<file path="src/rtl/piso_tx_arbiter.sv">
// Round-robin arbiter feeding one WIDTH-bit parallel-in/serial-out shifter.
// Words are shifted LSB first, framed by so_valid/so_last/so_src.
module piso_tx_arbiter #(
  parameter int WIDTH = 4,
  parameter int GAP   = 0
) (
  input  logic             clk,
  input  logic             rst,
  input  logic             req0_valid,
  input  logic [WIDTH-1:0] req0_data,
  output logic             req0_ready,
  input  logic             req1_valid,
  input  logic [WIDTH-1:0] req1_data,
  output logic             req1_ready,
  output logic             so,
  output logic             so_valid,
  output logic             so_last,
  output logic             so_src,
  output logic             busy
);

  localparam int CW = (WIDTH > 1) ? $clog2(WIDTH) : 1;
  localparam int GW = (GAP > 1) ? $clog2(GAP) : 1;
  localparam logic [CW-1:0] CNT_LAST = CW'(WIDTH - 1);
  localparam logic [GW-1:0] GAP_LAST = GW'((GAP > 0) ? GAP - 1 : 0);

  typedef enum logic [1:0] {
    S_IDLE,
    S_SHIFT,
    S_GAP
  } state_t;

  state_t           state_q, state_d;
  logic [WIDTH-1:0] shift_q, shift_d;
  logic [CW-1:0]    cnt_q, cnt_d;
  logic [GW-1:0]    gap_cnt_q, gap_cnt_d;
  logic             ptr_q, ptr_d;
  logic             src_q, src_d;
  logic             grant0, grant1;

  always_ff @(posedge clk or posedge rst) begin
    if (rst) begin
      state_q   <= S_IDLE;
      shift_q   <= '0;
      cnt_q     <= '0;
      gap_cnt_q <= '0;
      ptr_q     <= 1'b0;
      src_q     <= 1'b0;
    end else begin
      state_q   <= state_d;
      shift_q   <= shift_d;
      cnt_q     <= cnt_d;
      gap_cnt_q <= gap_cnt_d;
      ptr_q     <= ptr_d;
      src_q     <= src_d;
    end
  end

  // The pointer only breaks ties; a lone requester always wins.
  assign grant0 = req0_valid & (~req1_valid | ~ptr_q);
  assign grant1 = req1_valid & (~req0_valid | ptr_q);

  always_comb begin
    state_d    = state_q;
    shift_d    = shift_q;
    cnt_d      = cnt_q;
    gap_cnt_d  = gap_cnt_q;
    ptr_d      = ptr_q;
    src_d      = src_q;
    req0_ready = 1'b0;
    req1_ready = 1'b0;
    unique case (state_q)
      S_IDLE: begin
        req0_ready = grant0 & ~rst;
        req1_ready = grant1 & ~rst;
        if (grant0 | grant1) begin
          shift_d = grant1 ? req1_data : req0_data;
          src_d   = grant1;
          ptr_d   = ~grant1;
          cnt_d   = '0;
          state_d = S_SHIFT;
        end
      end
      S_SHIFT: begin
        shift_d = shift_q >> 1;
        cnt_d   = cnt_q + CW'(1);
        if (cnt_q == CNT_LAST) begin
          gap_cnt_d = '0;
          state_d   = (GAP > 0) ? S_GAP : S_IDLE;
        end
      end
      S_GAP: begin
        gap_cnt_d = gap_cnt_q + GW'(1);
        if (gap_cnt_q == GAP_LAST) begin
          state_d = S_IDLE;
        end
      end
      default: state_d = S_IDLE;
    endcase
  end

  assign so       = (state_q == S_SHIFT) & shift_q[0];
  assign so_valid = (state_q == S_SHIFT);
  assign so_last  = (state_q == S_SHIFT) & (cnt_q == CNT_LAST);
  assign so_src   = src_q;
  assign busy     = (state_q != S_IDLE);

endmodule

</file>
<file path="config.mk">
export PLATFORM = sky130hd
export DESIGN_NAME = piso_tx_arbiter
export DESIGN_NICKNAME = d
export VERILOG_FILES = /design/src/rtl/piso_tx_arbiter.sv
export SDC_FILE = /design/constraint.sdc
export NUM_CORES = 1
export LEC_CHECK = 0
export ABC_AREA = 1
export BUFFER_PORTS_ARGS = -buffer_cell sky130_fd_sc_hd__buf_2
export CAP_MARGIN = 5
export CORE_MARGIN = 2
export CORE_UTILIZATION = 40
export CTS_CLUSTER_SIZE = 16
export DETAILED_ROUTE_END_ITERATION = 10
export HOLD_SLACK_MARGIN = 0.05
export PLACE_DENSITY_LB_ADDON = 0.08
export REMOVE_ABC_BUFFERS = 1
export SETUP_SLACK_MARGIN = 0.4
export SKIP_LAST_GASP = 1
export SLEW_MARGIN = 5
export SYNTH_ARGS = -nofsm -noshare
export SYNTH_HDL_FRONTEND = slang
export SYNTH_SLANG_ARGS = --single-unit
</file>
<file path="constraint.sdc">
create_clock -name clk -period 1.11 [get_ports clk]
set_clock_uncertainty 0.15 [all_clocks]
set_input_delay 0.1665 -clock clk [delete_from_list [all_inputs] [get_ports clk]]
set_output_delay 0.1665 -clock clk [all_outputs]
set_load 0.02 [all_outputs]
</file>
==> flow_summary.ini, run 1 <==
[run_status]
status = finished with violations
failed_checks = hold timing, setup timing

[job]
maxCapViolCount = 0

[synthesis]
synth_seq_area_share = 0.392
synth_edf_count = 0
yosysTopAreaCellShare = 0.392
yosys.cell_count.top_type = nand2_1
synthArstFlopShare = 1.00
syn_area_sq_um = 574
avgSynthCellArea_sq_um = 7.66
synth_seq_cells = 9
syn_inst = 75
yosys-top-cells-count = 28 x nand2_1, 12 x nand3_1, 9 x dfrtp_1
yosys-top-cells-area = dfrtp_1 39%, nand2_1 18%, nand3_1 10%
ys_warn_count = 0
synth_flop_cell = dfrtp_1
yosys.area.top_type = dfrtp_1
ys_types = 14

[sta]
worst_slew_pin_slew_ps = 329
hold_slack_ps = -277
rsz0062_at_grt = true
final-hold-violation-count = 9
setup_violations = 16
max_freq_ghz = 0.698
finalCritPeriodShare = 1.29
slew_violations = 0
finalWorstSetupSlack_ps = -322
fin_crit_ps = 1430
maxSlewHeadroom = 0.781

[floorplanning]
design.die.area_sq_um = 1750
initial_core_util = 0.436
placementRows = 13
core-area_sq_um = 1320
die_w_um = 41.9
dieHeight_um = 41.9
ios = 19

[placed_design]
dp.cells = 115
dp_hpwl_um = 914
numPortBuffers = 18
gp_congestion = 0.733

[routing]
drcViolationCount = 0
vias = 587
viasPerCell = 4.62
drt-initial-drc-count = 3
dr.pass1.iters = 2
wl_per_cell_um = 10.3
drt-total-wl_um = 1310
detail-route-antenna-nets = 0

[grt]
grt_usage = 0.182
grt_pass1_vias = 585
antenna_found_initial = 0
grt_pass1_wl_um = 2300
grt_max_degree = 10
overflow = 0

[critical_path]
crit_type = reg -> out
worstSetupStartpoint = ptr_q$_DFFE_PP0P_
reg2reg_from = ptr_q$_DFFE_PP0P_
cp.required_ps = 790
cp.arrival_ps = 1120
start_kind = flip-flop
crit_path_max_fanout = 3
critPathCaptureType = primary output

[power_and_ir_drop]
power_switching_w = 0.000902
p_per_area_nw_per_um2 = 2450
clockPowerShare = 0.112
comb_power_share = 0.627
power.leakage_nw = 0.531
p_int_w = 0.00136
swShare = 0.398
pwr-share-seq = 0.262
peakVddDrop_mv = 1.34

[cells_and_area]
syn_to_final_growth_pct = 60.8
diodes = 0
drive_above_1_share = 0.571
finish.utilization = 0.701
layout.nets = 126
finalNonFillerCells = 127
fillerInstances = 113

[cts]
insertion_delay_ps = 270
cts_max_level = 1
clock_sinks = 9
cts_made_buffers = 3
cts_root_buf = clkbuf_4
cts.clk_slew.worst_paths_ps = 60
cts_buffer_depth = 2
cts_tree = done

[hold_path]
hold_path_class = in -> async
worst paths after layout:
check,to,slack [ps],cells past startpoint
min in group clk,shift_q[1]$_DFFE_PP0P_,60,5
max in group asynchronous,cnt_q[0]$_DFFE_PP0P_,850,2
worst min-delay path,shift_q[1]$_DFFE_PP0P_,-280,2
worst max-delay path,req1_ready,-320,5
worst max register to register,shift_q[0]$_DFFE_PP0P_,-260,9
worst min register to register,shift_q[3]$_DFFE_PP0P_,340,2
state kept, by name, summed over array words and instances, names as in the netlist:
signal	cells
cnt_q	2
ptr_q	1
so_src	1
state_q	1
shift_q	4
layout make-up:
cell class | count | area, sq um | area share
clock buffer | 3 | 22.5 | 0.0244
multi-input combinational | 53 | 318 | 0.344
inverter | 10 | 37.5 | 0.0407
sequential | 9 | 225 | 0.244
clock inverter | 1 | 5.00 | 0.00542
tap | 15 | 18.8 | 0.0203
timing repair buffer | 36 | 297 | 0.321
power by group through the flow:
stage | registers (W) | logic, W | clock network [W]
3_5_place_dp | 0.000578 | 0.000985 | 0
6_report | 0.000592 | 0.00142 | 0.000253
2_1_floorplan | 0.000668 | 0.000470 | 0
3_3_place_gp | 0.000573 | 0.000976 | 0
4_1_cts | 0.000585 | 0.00129 | 0.000265
5_1_grt | 0.000610 | 0.00154 | 0.000273
layer usage:
metal / wire (um) / up-vias / track usage
li1: - / 303 / -
met1: 516 / 269 / 0.195
met2: 691 / 11 / 0.300
met3: 57 / 4 / 0.0652
met4: 42 / 0 / 0.116
met5: 0 / - / 0
repair_timing:
action / 4_1_cts / 5_1_grt
setup buffers: 6 / 2
endpoints found under the hold margin: 9 / 9
pin swaps: 4 / 3
endpoints found under the setup margin: 16 / 16
resized for setup: 24 / 9
gates cloned: 0 / 0
logic make-up after synthesis:
group,synth area share
AND/OR/NAND/NOR,0.460
buffers and inverters,0.118
flip-flops,0.392
AO/OA/AOI/OAI,0.00871
adder cells (fa/ha/maj),0.0218
worst max-delay path, cell delays in order (launching register included):
cell and delay, ps:
dfrtp_1 410, inv_2 70, nand2_4 70, nand3_4 60
nor2_1 90, buf_4 140
layout by cell type, fill, tap and decap left out:
master / instances
nand2_1: 22
buf_4: 13
nand3_1: 11
buf_2: 11
buf_6: 11
dfrtp_1: 9
inv_2: 6
nand2_4: 5
nand2_2: 5
inv_1: 4
clkbuf_4: 3
nand3_2: 2
nor2_2: 2
nor2_1: 2
nand3_4: 1
nor2_4: 1
a21oi_2: 1
ha_2: 1
clkinv_2: 1
buf_12: 1
stage by stage:
step	hold WS [ps]	setup TNS [ps]	total power (W)	area, sq um	setup slack (ps)
floorplan	-156	-3260	0.00114	544	-424
global placement	8.13	-528	0.00155	741	-84.6
finish	-277	-3490	0.00226	923	-322
global route	-239	-4420	0.00242	923	-391
detailed placement	11.5	-538	0.00156	741	-97.0
CTS	-282	-3050	0.00214	880	-327
No activity file was read; power rests on OpenSTA's default activity.
==> run 2, diff against run 1 <==
Settings changed: ABC_AREA 1 to not set, CORE_AREA set to 2 2 39 41, CORE_MARGIN 2 to not set, CORE_UTILIZATION 40 to not set, DIE_AREA set to 0 0 41 43.
==> run 2 against run 1 <==
  * The run still ends with hold timing, setup timing left
  * Clock-buffer cell count grew 1
  * Worst setup slack lost 73 ps
  * Global-route usage decreased by 1.0 points
  * Largest power group unchanged
  * First-iteration DRC count up 33%
==> flow_summary.ini, run 2 <==
[grt]
overflow = 0
grt_max_degree = 10
grt_pass1_wl_um = 2040
grt_usage = 0.172
antenna_found_initial = 0
grt_pass1_vias = 458

[synthesis]
yosys-top-cells-count = 9 x dfrtp_1, 4 x nand2_1, 3 x a221o_1, 3 x and2_1, 3 x nor2b_1
yosys-top-cells-area = dfrtp_1 47%, a221o_1 6.3%, and2_1 3.9%
syn_inst = 46
synthMuxAreaShare = 0.0209
yosys.area.top_type = dfrtp_1
synthArstFlopShare = 1.00
yosys.area_share.simple = 0.222
synth_seq_area_share = 0.470
ys_warn_count = 0
yosys.area_share.adder = 0.0261
syn_area_sq_um = 479
synth_edf_count = 0
ys_types = 23
synth_xor_xnor_area_share = 0
synth_top_family_by_area = simple AND/OR/NAND/NOR gates
synth_flop_cell = dfrtp_1
avgSynthCellArea_sq_um = 10.4
synth_seq_cells = 9
yosys.cell_count.top_type = dfrtp_1
synth_compound_area_frac = 0.206
yosysTopAreaCellShare = 0.470

[cts]
cts_buffer_depth = 2
insertion_delay_ps = 260
cts_made_buffers = 3
cts_root_buf = clkbuf_4
clock_sinks = 9
cts_max_level = 1
cts.clk_slew.worst_paths_ps = 60
cts_tree = done

[power_and_ir_drop]
pwr-share-seq = 0.314
power_switching_w = 0.000604
p_int_w = 0.00114
p_per_area_nw_per_um2 = 2230
peakVddDrop_mv = 1.22
swShare = 0.346
power.leakage_nw = 0.399
comb_power_share = 0.540
clockPowerShare = 0.145

[sta]
finalWorstSetupSlack_ps = -394
hold_slack_ps = -234
rsz0062_at_grt = true
fin_crit_ps = 1500
max_freq_ghz = 0.665
setup_violations = 11
finalCritPeriodShare = 1.36
final-hold-violation-count = 11
tns_ps = -3270
maxSlewHeadroom = 0.872
worst_slew_pin_slew_ps = 192
slew_violations = 0

[routing]
dr.pass1.iters = 5
vias = 480
detail-route-antenna-nets = 0
drt-initial-drc-count = 4
viasPerCell = 4.90
drt-total-wl_um = 1290
wl_per_cell_um = 13.2
drcViolationCount = 0

[hold_path]
hold_path_class = in -> async

[job]
maxCapViolCount = 0

[cells_and_area]
layout_commonest_cell = buf_4
layout.nets = 96
reg.largest.list = shift_q (4), cnt_q (2)
layout_common_cells = 16 x buf_4, 12 x buf_2, 9 x dfrtp_1
syn_to_final_growth_pct = 63.7
diodes = 0
drive_above_1_share = 0.598
top_register = shift_q
largest_reg_flops = 4

[critical_path]
crit_type = reg -> out
crit_path_max_fanout = 3
critPathCaptureType = primary output
start_kind = flip-flop
cp.required_ps = 790
cp.arrival_ps = 1190

[floorplanning]
dieHeight_um = 43
core-area_sq_um = 1380
initial_core_util = 0.346
ios = 19
design.die.area_sq_um = 1760
die_w_um = 41
placementRows = 14

[run_status]
failed_checks = hold timing, setup timing
status = finished with violations

[placed_design]
numPortBuffers = 18
gp_congestion = 0.715
dp_hpwl_um = 924
## run 2: cell count changes after synthesis, sizes merged, moves of 2 or more
cell	previous run	this run
nand2	32	4
nand3	14	0
inv	10	2
a221o	0	3
a22o	0	3
and2	0	3
nor2b	0	3
nand2b	0	2
nor3	0	2
## run 2: cell families (layout without fill, tap and decap cells)
logic type	after synthesis	count (layout)
DFF	9	9
and+or+nand+nor	19	19
AOI/OAI and AO/OA	12	12
adders and majority gates	1	1
muxes	1	1
buffers and inverters	4	40
## run 2: through the flow
stage | cell area [sq um] | cells | total power (W) | worst slack [ps] | utilization
2_1_floorplan | 460 | 44 | 0.000954 | -604 | -
3_3_place_gp | 668 | 91 | 0.00129 | -209 | 0.483
3_5_place_dp | 668 | 91 | 0.00129 | -216 | 0.483
4_1_cts | 785 | 98 | 0.00176 | -406 | 0.567
5_1_grt | 785 | 98 | 0.00188 | -472 | 0.567
6_report | 785 | 98 | 0.00175 | -394 | 0.567
## run 2: power by group through the flow
| stage | Sequential (W) | Clock, W | Combinational, W |
|---|---|---|---|
| after floorplan | 0.000616 | 0 | 0.000339 |
| after global placement | 0.000546 | 0 | 0.000743 |
| after detailed placement | 0.000549 | 0 | 0.000743 |
| after CTS | 0.000546 | 0.000268 | 0.000943 |
| after global routing | 0.000563 | 0.000283 | 0.00103 |
| final | 0.000549 | 0.000254 | 0.000944 |
## run 2: cell type report
cell class	count	area, sq um
repair buffers	34	248
well taps	16	20.0
flip-flops and latches	9	225
multi-input cells	33	258
clock buffers	4	26.3
fillers	133	599
inverters	2	7.51
## run 2: what timing repair did
item / CTS / global route
setup endpoints to repair: 16 / 16
setup buffers: 3 / 0
gates resized for setup: 19 / 0
gates cloned: 0 / 0
pin swaps: 6 / 0
endpoints found under the hold margin: 13 / 13
## run 2: worst max-delay path, cell delays in order (launching register included)
cell	delay, ps
dfrtp_1	370
and2b_2	250
nor3_2	150
buf_4	160
## run 2: path summary, 6_finish.rpt
path                                          endpoint  slack, ps  cells after the start               start
min in group clk                shift_q[3]$_DFFE_PP0P_        -20                      2        req1_data[3]
worst min register to register      so_src$_DFFE_PP0P_        360                      1  so_src$_DFFE_PP0P_
max in group asynchronous         cnt_q[1]$_DFFE_PP0P_        900                      3                 rst
worst max register to register  shift_q[1]$_DFFE_PP0P_       -260                      4   ptr_q$_DFFE_PP0P_
worst max-delay path                        req1_ready       -390                      3   ptr_q$_DFFE_PP0P_
worst min-delay path            shift_q[1]$_DFFE_PP0P_       -230                      3                 rst
## run 2: routing by layer
metal	vias up	track usage	share of wire
li1	236	-	-
met1	230	0.234	0.45
met2	14	0.263	0.49
met3	0	0.0471	0.062
met4	0	0.0400	0
met5	-	0	0
